$ cat src/rtl/blake_pkg.sv
// Shared BLAKE-256 constants for the message scheduler: sigma permutation table,
// the sixteen c constants and the scheduler state type.
package blake_pkg;

  typedef enum logic {StIdle, StStream} state_e;

  localparam int unsigned NumRows = 10;

  localparam logic [3:0] Sigma [NumRows][16] = '{
    '{4'd0,  4'd1,  4'd2,  4'd3,  4'd4,  4'd5,  4'd6,  4'd7,
      4'd8,  4'd9,  4'd10, 4'd11, 4'd12, 4'd13, 4'd14, 4'd15},
    '{4'd14, 4'd10, 4'd4,  4'd8,  4'd9,  4'd15, 4'd13, 4'd6,
      4'd1,  4'd12, 4'd0,  4'd2,  4'd11, 4'd7,  4'd5,  4'd3},
    '{4'd11, 4'd8,  4'd12, 4'd0,  4'd5,  4'd2,  4'd15, 4'd13,
      4'd10, 4'd14, 4'd3,  4'd6,  4'd7,  4'd1,  4'd9,  4'd4},
    '{4'd7,  4'd9,  4'd3,  4'd1,  4'd13, 4'd12, 4'd11, 4'd14,
      4'd2,  4'd6,  4'd5,  4'd10, 4'd4,  4'd0,  4'd15, 4'd8},
    '{4'd9,  4'd0,  4'd5,  4'd7,  4'd2,  4'd4,  4'd10, 4'd15,
      4'd14, 4'd1,  4'd11, 4'd12, 4'd6,  4'd8,  4'd3,  4'd13},
    '{4'd2,  4'd12, 4'd6,  4'd10, 4'd0,  4'd11, 4'd8,  4'd3,
      4'd4,  4'd13, 4'd7,  4'd5,  4'd15, 4'd14, 4'd1,  4'd9},
    '{4'd12, 4'd5,  4'd1,  4'd15, 4'd14, 4'd13, 4'd4,  4'd10,
      4'd0,  4'd7,  4'd6,  4'd3,  4'd9,  4'd2,  4'd8,  4'd11},
    '{4'd13, 4'd11, 4'd7,  4'd14, 4'd12, 4'd1,  4'd3,  4'd9,
      4'd5,  4'd0,  4'd15, 4'd4,  4'd8,  4'd6,  4'd2,  4'd10},
    '{4'd6,  4'd15, 4'd14, 4'd9,  4'd11, 4'd3,  4'd0,  4'd8,
      4'd12, 4'd2,  4'd13, 4'd7,  4'd1,  4'd4,  4'd10, 4'd5},
    '{4'd10, 4'd2,  4'd8,  4'd4,  4'd7,  4'd6,  4'd1,  4'd5,
      4'd15, 4'd11, 4'd9,  4'd14, 4'd3,  4'd12, 4'd13, 4'd0}
  };

  localparam logic [31:0] Cst [16] = '{
    32'h243F6A88, 32'h85A308D3, 32'h13198A2E, 32'h03707344,
    32'hA4093822, 32'h299F31D0, 32'h082EFA98, 32'hEC4E6C89,
    32'h452821E6, 32'h38D01377, 32'hBE5466CF, 32'h34E90C6C,
    32'hC0AC29B7, 32'hC97C5DD7, 32'h3F84D5B5, 32'hB5470917
  };

  // Rounds never exceed 13, so a single conditional subtract gives round mod 10.
  function automatic logic [3:0] round_to_row(input logic [3:0] round);
    return (round >= 4'd10) ? round - 4'd10 : round;
  endfunction

endpackage

$ cat src/rtl/blake_msg_sched_if.sv
// Load and beat handshakes of the BLAKE message scheduler; slave is the scheduler's view.
interface blake_msg_sched_if;
  logic         in_valid;
  logic         in_ready;
  logic [511:0] in_msg;
  logic         flush;
  logic         out_valid;
  logic         out_ready;
  logic [31:0]  msg_i;
  logic [31:0]  msg_ip;
  logic [3:0]   round_idx;
  logic [2:0]   g_idx;
  logic         last;

  modport master (
    output in_valid, in_msg, flush, out_ready,
    input  in_ready, out_valid, msg_i, msg_ip, round_idx, g_idx, last
  );

  modport slave (
    input  in_valid, in_msg, flush, out_ready,
    output in_ready, out_valid, msg_i, msg_ip, round_idx, g_idx, last
  );
endinterface

$ cat src/rtl/blake_sigma_lookup.sv
// Maps a sigma row and G index to the two message word indices that G consumes.
module blake_sigma_lookup
  import blake_pkg::*;
(
  input  logic [3:0] i_row,
  input  logic [2:0] i_g,
  output logic [3:0] o_idx_a,
  output logic [3:0] o_idx_b
);

  logic [3:0] w_row;

  always_comb begin
    w_row   = (i_row < 4'(NumRows)) ? i_row : 4'd0;
    o_idx_a = Sigma[w_row][{i_g, 1'b0}];
    o_idx_b = Sigma[w_row][{i_g, 1'b1}];
  end

endmodule

$ cat src/rtl/blake_msg_sched.sv
// Streams the BLAKE-256 per-G message/constant XOR pairs of one block, ROUNDS*8 beats,
// to the pipelined G stage over a valid/ready handshake.
module blake_msg_sched
  import blake_pkg::*;
#(
  parameter int unsigned ROUNDS = 8
) (
  input logic               clk,
  input logic               rst,
  blake_msg_sched_if.slave  bus
);

  localparam logic [3:0] LastRound = 4'(ROUNDS - 1);

  state_e      r_state, w_state_nxt;
  logic [31:0] r_m [16];
  logic [31:0] w_word [16];
  logic [3:0]  r_round, w_round_nxt;
  logic [2:0]  r_g, w_g_nxt;
  logic        r_last, w_last_nxt;
  logic [31:0] r_msg_i, r_msg_ip, w_msg_i_nxt, w_msg_ip_nxt;
  logic        w_load, w_update, w_clear;
  logic [3:0]  w_row, w_idx_a, w_idx_b;

  always_comb begin
    w_load      = (r_state == StIdle) && bus.in_valid;
    w_state_nxt = r_state;
    w_round_nxt = r_round;
    w_g_nxt     = r_g;
    w_update    = 1'b0;
    w_clear     = 1'b0;
    unique case (r_state)
      StIdle: begin
        if (bus.in_valid) begin
          w_state_nxt = StStream;
          w_round_nxt = '0;
          w_g_nxt     = '0;
          w_update    = 1'b1;
        end
      end
      StStream: begin
        if (bus.out_ready) begin
          if (r_last) begin
            w_state_nxt = StIdle;
            w_clear     = 1'b1;
          end else begin
            w_g_nxt     = r_g + 3'd1;
            w_round_nxt = (r_g == 3'd7) ? r_round + 4'd1 : r_round;
            w_update    = 1'b1;
          end
        end
      end
    endcase
    // Flush wins over both a load and a beat acceptance.
    if (bus.flush) begin
      w_state_nxt = StIdle;
      w_update    = 1'b0;
      w_clear     = 1'b1;
    end
    if (w_clear) begin
      w_round_nxt = '0;
      w_g_nxt     = '0;
    end
  end

  assign w_row = round_to_row(w_round_nxt);

  blake_sigma_lookup u_sigma (
    .i_row   (w_row),
    .i_g     (w_g_nxt),
    .o_idx_a (w_idx_a),
    .o_idx_b (w_idx_b)
  );

  // The first beat is formed from in_msg directly so it can appear the cycle after the load.
  always_comb begin
    for (int k = 0; k < 16; k++) begin
      w_word[k] = w_load ? bus.in_msg[511 - 32*k -: 32] : r_m[k];
    end
    w_msg_i_nxt  = r_msg_i;
    w_msg_ip_nxt = r_msg_ip;
    w_last_nxt   = r_last;
    if (w_clear) begin
      w_msg_i_nxt  = '0;
      w_msg_ip_nxt = '0;
      w_last_nxt   = 1'b0;
    end else if (w_update) begin
      w_msg_i_nxt  = w_word[w_idx_a] ^ Cst[w_idx_b];
      w_msg_ip_nxt = w_word[w_idx_b] ^ Cst[w_idx_a];
      w_last_nxt   = (w_round_nxt == LastRound) && (w_g_nxt == 3'd7);
    end
  end

  always_ff @(posedge clk) begin
    if (w_load && !bus.flush) begin
      for (int k = 0; k < 16; k++) begin
        r_m[k] <= bus.in_msg[511 - 32*k -: 32];
      end
    end
  end

  always_ff @(posedge clk or posedge rst) begin
    if (rst) begin
      r_state  <= StIdle;
      r_round  <= '0;
      r_g      <= '0;
      r_last   <= 1'b0;
      r_msg_i  <= '0;
      r_msg_ip <= '0;
    end else begin
      r_state  <= w_state_nxt;
      r_round  <= w_round_nxt;
      r_g      <= w_g_nxt;
      r_last   <= w_last_nxt;
      r_msg_i  <= w_msg_i_nxt;
      r_msg_ip <= w_msg_ip_nxt;
    end
  end

  assign bus.in_ready  = (r_state == StIdle);
  assign bus.out_valid = (r_state == StStream);
  assign bus.msg_i     = r_msg_i;
  assign bus.msg_ip    = r_msg_ip;
  assign bus.round_idx = r_round;
  assign bus.g_idx     = r_g;
  assign bus.last      = r_last;

endmodule

$ cat src/flat_wrapper.sv
// flat-port wrapper written by rule: the top's interface ports become plain ports
module blake_msg_sched_flat import blake_pkg::*;
#(
  parameter int unsigned ROUNDS = 8
)
  (clk, rst, bus_in_valid, bus_in_msg, bus_flush, bus_out_ready, bus_in_ready, bus_out_valid, bus_msg_i, bus_msg_ip, bus_round_idx, bus_g_idx, bus_last);
  blake_msg_sched_if bus_i ();
  input logic clk;
  input logic rst;
  input wire logic [$bits(bus_i.in_valid)-1:0] bus_in_valid;
  input wire logic [$bits(bus_i.in_msg)-1:0] bus_in_msg;
  input wire logic [$bits(bus_i.flush)-1:0] bus_flush;
  input wire logic [$bits(bus_i.out_ready)-1:0] bus_out_ready;
  output wire logic [$bits(bus_i.in_ready)-1:0] bus_in_ready;
  output wire logic [$bits(bus_i.out_valid)-1:0] bus_out_valid;
  output wire logic [$bits(bus_i.msg_i)-1:0] bus_msg_i;
  output wire logic [$bits(bus_i.msg_ip)-1:0] bus_msg_ip;
  output wire logic [$bits(bus_i.round_idx)-1:0] bus_round_idx;
  output wire logic [$bits(bus_i.g_idx)-1:0] bus_g_idx;
  output wire logic [$bits(bus_i.last)-1:0] bus_last;
  assign bus_i.in_valid = bus_in_valid;
  assign bus_i.in_msg = bus_in_msg;
  assign bus_i.flush = bus_flush;
  assign bus_i.out_ready = bus_out_ready;
  assign bus_in_ready = bus_i.in_ready;
  assign bus_out_valid = bus_i.out_valid;
  assign bus_msg_i = bus_i.msg_i;
  assign bus_msg_ip = bus_i.msg_ip;
  assign bus_round_idx = bus_i.round_idx;
  assign bus_g_idx = bus_i.g_idx;
  assign bus_last = bus_i.last;
  blake_msg_sched #(.ROUNDS(ROUNDS)) u_core (.clk(clk), .rst(rst), .bus(bus_i));
endmodule
$ cat config.mk
export PLATFORM = sky130hd
export DESIGN_NAME = blake_msg_sched_flat
export DESIGN_NICKNAME = d
export VERILOG_FILES = /design/src/rtl/blake_pkg.sv /design/src/rtl/blake_msg_sched_if.sv /design/src/rtl/blake_sigma_lookup.sv /design/src/rtl/blake_msg_sched.sv /design/src/flat_wrapper.sv
export SDC_FILE = /design/constraint.sdc
export NUM_CORES = 1
export LEC_CHECK = 0
export CORE_ASPECT_RATIO = 0.8
export CORE_UTILIZATION = 28
export DETAILED_ROUTE_END_ITERATION = 6
export PLACE_DENSITY = 0.51
export SETUP_SLACK_MARGIN = 0.1
export SKIP_LAST_GASP = 1
export SYNTH_ARGS = -nofsm -noshare
export SYNTH_HDL_FRONTEND = slang
export SYNTH_SLANG_ARGS = --single-unit
export TNS_END_PERCENT = 50
$ cat constraint.sdc
create_clock -name clk -period 30.9 [get_ports clk]
set_clock_uncertainty 0.1 [all_clocks]
set_input_delay 4.635 -clock clk [delete_from_list [all_inputs] [get_ports clk]]
set_output_delay 4.635 -clock clk [all_outputs]
set_load 0.005 [all_outputs]
# After elaboration in Yosys (flattened, before gate mapping)
# Memories as Yosys holds them, arrays and structs flattened.
# Cells that the tools add are included.
# op_classes
n_reduce_logical	5
eq_ne	3
add_sub_neg	3
order_cmp	7
bitwise_logic	8
muxes	67
# ops
operator	count
$mux W32	28
$bmux W32 S4	2
$mux W64	2
$xor A32 B32 Y32	2
$mux W4	11
$bmux W4 S4	2
$ge A5 B5 Y1 const B	5
$not A4 Y5	5
$mux W1	14
$mux W3	4
$pmux W4 S2	1
$eq A3 B3 Y1 const B	2
$pmux W3 S2	1
$add A4 B1 Y4 const B	1
$eq A4 B3 Y1 const B	1
$ge A4 B4 Y1 const B	1
$lt A4 B4 Y1 const B	1
$pmux W1 S2	2
$sub A4 B4 Y4 const B	1
$add A3 B1 Y3 const B	1
$logic_and A1 B1 Y1	3
$reduce_bool A2 Y1	1
$logic_not A1 Y1	1
$not A1 Y1	1
# totals
out_inout_bits	74
memories	4
inputBits	517
register_bits	73
mem_bits_ro	2048
ram_bits	512
# memory_table
memory	depth	width	read_ports	rd_ports_with_merged_regs	wr	line_no	rtl
(no name shown)	16	64	1	0	0	blake_sigma_lookup.sv:16	o_idx_b = Sigma[w_row][{i_g, 1'b1}];
(no name shown)	16	32	1	0	0	blake_msg_sched.sv:89	w_msg_ip_nxt = w_word[w_idx_b] ^ Cst[w_idx_a];
(no name shown)	16	32	1	0	0	blake_msg_sched.sv:88	w_msg_i_nxt = w_word[w_idx_a] ^ Cst[w_idx_b];
u_core.r_m	16	32	16	0	16	blake_msg_sched.sv:16	logic [31:0] r_m [16];

# Logic depth before layout (Yosys ltp)
# logic_depth
ltp_word	24
mapped_depth	30

# By module
# A second synthesis with hierarchy kept.
# hier_totals
cells_unflattened	3128
area_unflattened_um2	34798.4
# by_module_without_submodules
module	seq_area_each_um2	n_inst	area_per_inst_um2	cells_each
blake_msg_sched	17201.5	1	33190.6	2870
blake_sigma_lookup	0.0	1	1607.8	258

# Worst setup path before layout
# Ideal clock, no wire load.
# synth_path
kind	in2reg
start	in bus_in_valid
end	mem u_core.r_m[0][0] (enable)
stages	7
path_slack_ns	2.128
arrival_ns	27.270
path_buffers	5
cell_sequence	nand2b_1 > clkbuf_1 > buf_1 > buf_1 > clkbuf_1 > clkbuf_1 > nor2_1
# synth_rtl
element	line_no	rtl
start: declaration	flat_wrapper.sv:10	input wire logic [$bits(bus_i.in_valid)-1:0] bus_in_valid;
end: declaration	blake_msg_sched.sv:16	

# Final worst setup path
# layout_path
start	in bus_in_valid
end	reg u_core.r_msg_ip[11], in the netlist u_core.bus.msg_ip[11]
# layout_via
elab_chain_cells	21
elab_cells_between_ends	55
# layout_rtl
element	line_no	rtl
$mux W4	blake_msg_sched.sv:34	if (bus.in_valid) begin
$pmux W4 S2	blake_msg_sched.sv:32	unique case (r_state)
$mux W4	blake_msg_sched.sv:60	if (w_clear) begin
$sub A4 B4 Y4 or $ge A4 B4 Y1 (tied branches)	blake_pkg.sv:41	return (round >= 4'd10) ? round - 4'd10 : round;
$mux W4	blake_pkg.sv:41	
$lt A4 B4 Y1	blake_sigma_lookup.sv:14	w_row = (i_row < 4'(NumRows)) ? i_row : 4'd0;
$mux W4	blake_sigma_lookup.sv:14	
$not A4 Y5 (implied by the code)	blake_sigma_lookup.sv:15, blake_sigma_lookup.sv:16	
(+3 left out)	n/a	
$bmux W4 S4, on equally long branches	blake_sigma_lookup.sv:15, blake_sigma_lookup.sv:16	
$mux W4, on equally long branches (2 in a row)	blake_sigma_lookup.sv:15, blake_sigma_lookup.sv:16	
$not A4 Y5 (implied by the code)	blake_msg_sched.sv:89	
$mem_v2 Z16 W32 or $bmux W32 S4 (tied branches)	n/a	
$mux W32 (implied by the code) (2 in a row)	blake_msg_sched.sv:89	
$xor A32 B32 Y32	blake_msg_sched.sv:89	
$mux W32	blake_msg_sched.sv:87	end else if (w_update) begin
$mux W32	blake_msg_sched.sv:83	if (w_clear) begin
end signal: assignment	blake_msg_sched.sv:116	r_msg_ip <= w_msg_ip_nxt;
end: declaration	blake_msg_sched.sv:21	logic [31:0] r_msg_i, r_msg_ip, w_msg_i_nxt, w_msg_ip_nxt;
# Several ways; a longest one is shown, not always the timed one. The select of a mux whose other input is x is not followed.
# A chain may end at the register's enable or synchronous reset.

==> flow_metrics.env <==
export IMPL_arrival_ns=13.46
export IMPL_clk_pin_slew_worst_paths_ns=0.06
export IMPL_synth_seq_cells=585
export IMPL_clk_path_buf_depth=3
export IMPL_fin_crit_ns=12.98
export IMPL_drt_iter0_markers=3330
export IMPL_ir_drop_mv=0.0372
export IMPL_final_cell_mix="590 x clkdlybuf4s50_1, 512 x edfxtp_1, 415 x nand2_1, 348 x mux4_2, 144 x mux2i_1"
export IMPL_synth_edf_count=512
export IMPL_cap_violations=1
export IMPL_violations="max-capacitance violations"
export IMPL_post_dp_hpwl_um=121000
export IMPL_crit_path_frequent_cell="buf_4"
export IMPL_yosys_warnings=0
export IMPL_ios=591
export IMPL_fin_setup_tns_ns=0
export IMPL_path_cells="clkdlybuf4s50_1 -> nand2b_4 -> buf_4 -> o211a_1 -> nor2_1 -> o41ai_4 -> ha_1 -> inv_1 -> a211oi_1 -> a211oi_1 -> o221ai_1 -> a22o_4 -> buf_4 -> buf_4 -> buf_4 -> mux4_2 -> and2_1 -> a211oi_1 -> a31oi_1 -> xnor2_1 -> a22oi_1 -> nand2_1"
export IMPL_cts_buffers=73
export IMPL_fin_nets=3961
export IMPL_r2r_cells=21
export IMPL_die_h_um=329
export IMPL_busiest_layer="met2"
export IMPL_grt_total_usage_pct=24.5
export IMPL_cts_sinks=585
export IMPL_outcome="finished with violations"
export IMPL_cp_slowest_stage_delay_ns=0.79
export IMPL_grt_pass1_wl_um=235000
export IMPL_async_flop_share_pct=12.5
export IMPL_powerDensity_nw_per_um2=51.9
export IMPL_final_cells=5245
export IMPL_die_w_um=411
export IMPL_grt_use_met2_pct=36.1
export IMPL_report_final_hold_viol_count=0
export IMPL_synthDistinctLibCells=98
export IMPL_routabilityCongestion=0.841
export IMPL_fp_coreArea_um2=132000
export IMPL_drv_slew=0
export IMPL_seq_area_frac_synth_pct=45.8
export IMPL_min_from="u_core.bus.msg_ip[12]$_DFFE_PP0P_"
export IMPL_max_freq_ghz=0.0770
export IMPL_wirelength_um=170000
export IMPL_avgSynthCellArea_um2=12.7
export IMPL_critPathTopFamily="buffers and inverters"
export IMPL_grtUsageMet3_pct=7.85
export IMPL_postCtsSetupBuffers=0
export IMPL_worst_path_buf_inv=6
export IMPL_gr_total_overflow=0
export IMPL_antenna_found_initial=42
export IMPL_rsz0062_at_grt="no"
export IMPL_io_buffer_count=590
export IMPL_whs_path_depth=2
export IMPL_drive_above_1_share_pct=17.5
export IMPL_startpoint_type="input port"
export IMPL_cts_tree="yes"
export IMPL_worst_slack_ns=17.92
export IMPL_nFillCells=12800
export IMPL_clk_latency_ns=0.68
export IMPL_start_util_pct=28.4
export IMPL_via_per_inst=5.79
export IMPL_r2r_end="u_core.bus.msg_ip[11]$_DFFE_PP0P_"
export IMPL_rows=119
export IMPL_synth_cells=2953
export IMPL_hold_path_class="flop to flop"
export IMPL_critPathKind="input port to flop"
export IMPL_required_ns=31.38
export IMPL_wl_per_cell_um=32.5
export IMPL_detail_route_antenna_nets=0
export IMPL_cp_slowest_cell="buf_4"
export IMPL_cts_resized_gates=0
export IMPL_worst_path_max_fanout=56
export IMPL_post_route_drc_count=0
export IMPL_grt_use_met1_pct=34.8
export IMPL_power_mw=2.47
export IMPL_r2r_setup_slack_ns=21.48
export IMPL_root_buffer="clkbuf_16"
export IMPL_pre_cts_slack_ns=17.33
export IMPL_startpoint="bus_in_valid"
export IMPL_dieArea_um2=135000
export IMPL_r2r_start="u_core.bus.out_valid$_DFF_PP0_"
export IMPL_final_common_cell="clkdlybuf4s50_1"
export IMPL_syn_num_nets=3498
export IMPL_worstSetupEndpointType="flop"
export IMPL_synth_ff_type="edfxtp_1"
export IMPL_post_synth_instance_area_um2=37500
export IMPL_finalSetupViolCount=0
export IMPL_num_vias=30400
export IMPL_cts_hold_buffers=0
export IMPL_tightest_slew_ns=1.49
export IMPL_fin_crit_sh_pct=42.0
export IMPL_power_leakage_nw=16.1
export IMPL_holdPathEnd="u_core.bus.msg_ip[12]$_DFFE_PP0P_"
export IMPL_dp_cells=5095
export IMPL_grt_max_degree=109
export IMPL_maxSlewHeadroom_pct=0.108
export IMPL_grt_pass1_vias=29700
export IMPL_htree_levels=3
export IMPL_dr_pass1_iters=5
export IMPL_area_growth_pct=26.8
==> cell families after synthesis <==
| family | after synthesis | synth area share, % |
|---|---|---|
| AND/OR/NAND/NOR | 742 | 8.68 |
| AO/OA/AOI/OAI | 714 | 13.7 |
| flip-flops | 585 | 45.8 |
| multiplexers | 502 | 25.1 |
| buffers and inverters | 296 | 3.78 |
| XOR/XNOR | 86 | 2.01 |
| adder cells (fa/ha/maj) | 28 | 0.934 |
==> report_power, final <==
group          switching (mW)  internal, mW
Combinational           0.361         0.269
Sequential             0.0242         0.907
Clock                   0.390         0.516
Total                   0.775          1.69
==> registers in the layout (all words and copies together), names as in the netlist <==
name and count:
u_core.r_m 512, u_core.bus.out_valid 1, u_core.bus.last 1, u_core.bus.g_idx 3, u_core.bus.msg_ip 32, u_core.bus.msg_i 32, u_core.bus.round_idx 4
==> final cells by class <==
cell class | instances | area (um^2) | share of cell area [%]
Multi-Input combinational cell | 2072 | 19200 | 40.3
Tap cell | 1754 | 2190 | 4.61
Antenna cell | 19 | 47.5 | 0.0999
Timing Repair Buffer | 654 | 6450 | 13.6
Sequential cell | 585 | 17200 | 36.2
Inverter | 30 | 118 | 0.247
Clock inverter | 39 | 479 | 1.01
Clock buffer | 92 | 1940 | 4.07
==> per-stage QoR <==
stage | hold WS [ns] | utilization (%) | instance area [um^2]
floorplan | 0.363 | - | 37500
global placement | 0.351 | 34.1 | 45100
detailed placement | 0.355 | 34.1 | 45100
CTS | 0.368 | 36.0 | 47500
global route | 0.397 | 36.0 | 47600
finish | 0.362 | 36.0 | 47600
==> worst max path at each step <==
stage	end	slack (ns)	cells past startpoint
floorplan	u_core.r_m[0][0]$_DFFE_PP_	2.13	7
global placement	u_core.bus.msg_i[13]$_DFFE_PP0P_	16.95	19
detailed placement	u_core.bus.msg_ip[11]$_DFFE_PP0P_	17.33	22
CTS	u_core.bus.msg_ip[11]$_DFFE_PP0P_	18.06	22
global route	u_core.bus.msg_i[12]$_DFFE_PP0P_	17.45	22
finish	u_core.bus.msg_ip[11]$_DFFE_PP0P_	17.92	22
==> per-layer routing <==
metal	share of wire (%)	vias to the layer above
met4	1.8	46
met1	44	15800
met2	44	1517
met5	0.17	-
li1	-	12900
met3	10	204
==> worst register-to-register path, delay by kind of cell, from the launching register on <==
kind / cells / cell delay (ns)
fa+ha+maj: 1 / 0.42
compound gates: 9 / 2.88
simple gates: 4 / 1.16
xor+xnor: 1 / 0.24
mux: 1 / 0.49
flops: 1 / 0.83
buf+inv: 5 / 3.19
==> cells in the mapped netlist (14+ instances only) <==
master       n  area, um^2
inv_1       20        75.1
a32oi_1     28         245
xor2_1      33         289
o211ai_1    17         128
nor3_1      24         120
and3_1      14        87.6
nand2_1    416        1560
buf_2       88         440
dfrtp_1     73        1830
a2111oi_0   20         175
o21ai_1     49         245
mux2i_1    144        1440
o22ai_1     21         131
edfxtp_1   512       15400
a22oi_1     81         608
mux4_2     348        7840
a221oi_1    28         245
ha_1        28         350
o21ai_0     94         470
buf_4       35         263
and2_1      50         313
nor2_1     133         499
a211oi_1    78         586
xnor2_1     53         464
a21oi_1     68         340
clkbuf_1   111         417
a31oi_1     81         507
nand3_1     41         205
o221ai_1    16         140
buf_1       22        82.6
Note: power is estimated with default switching activity, not from simulation.
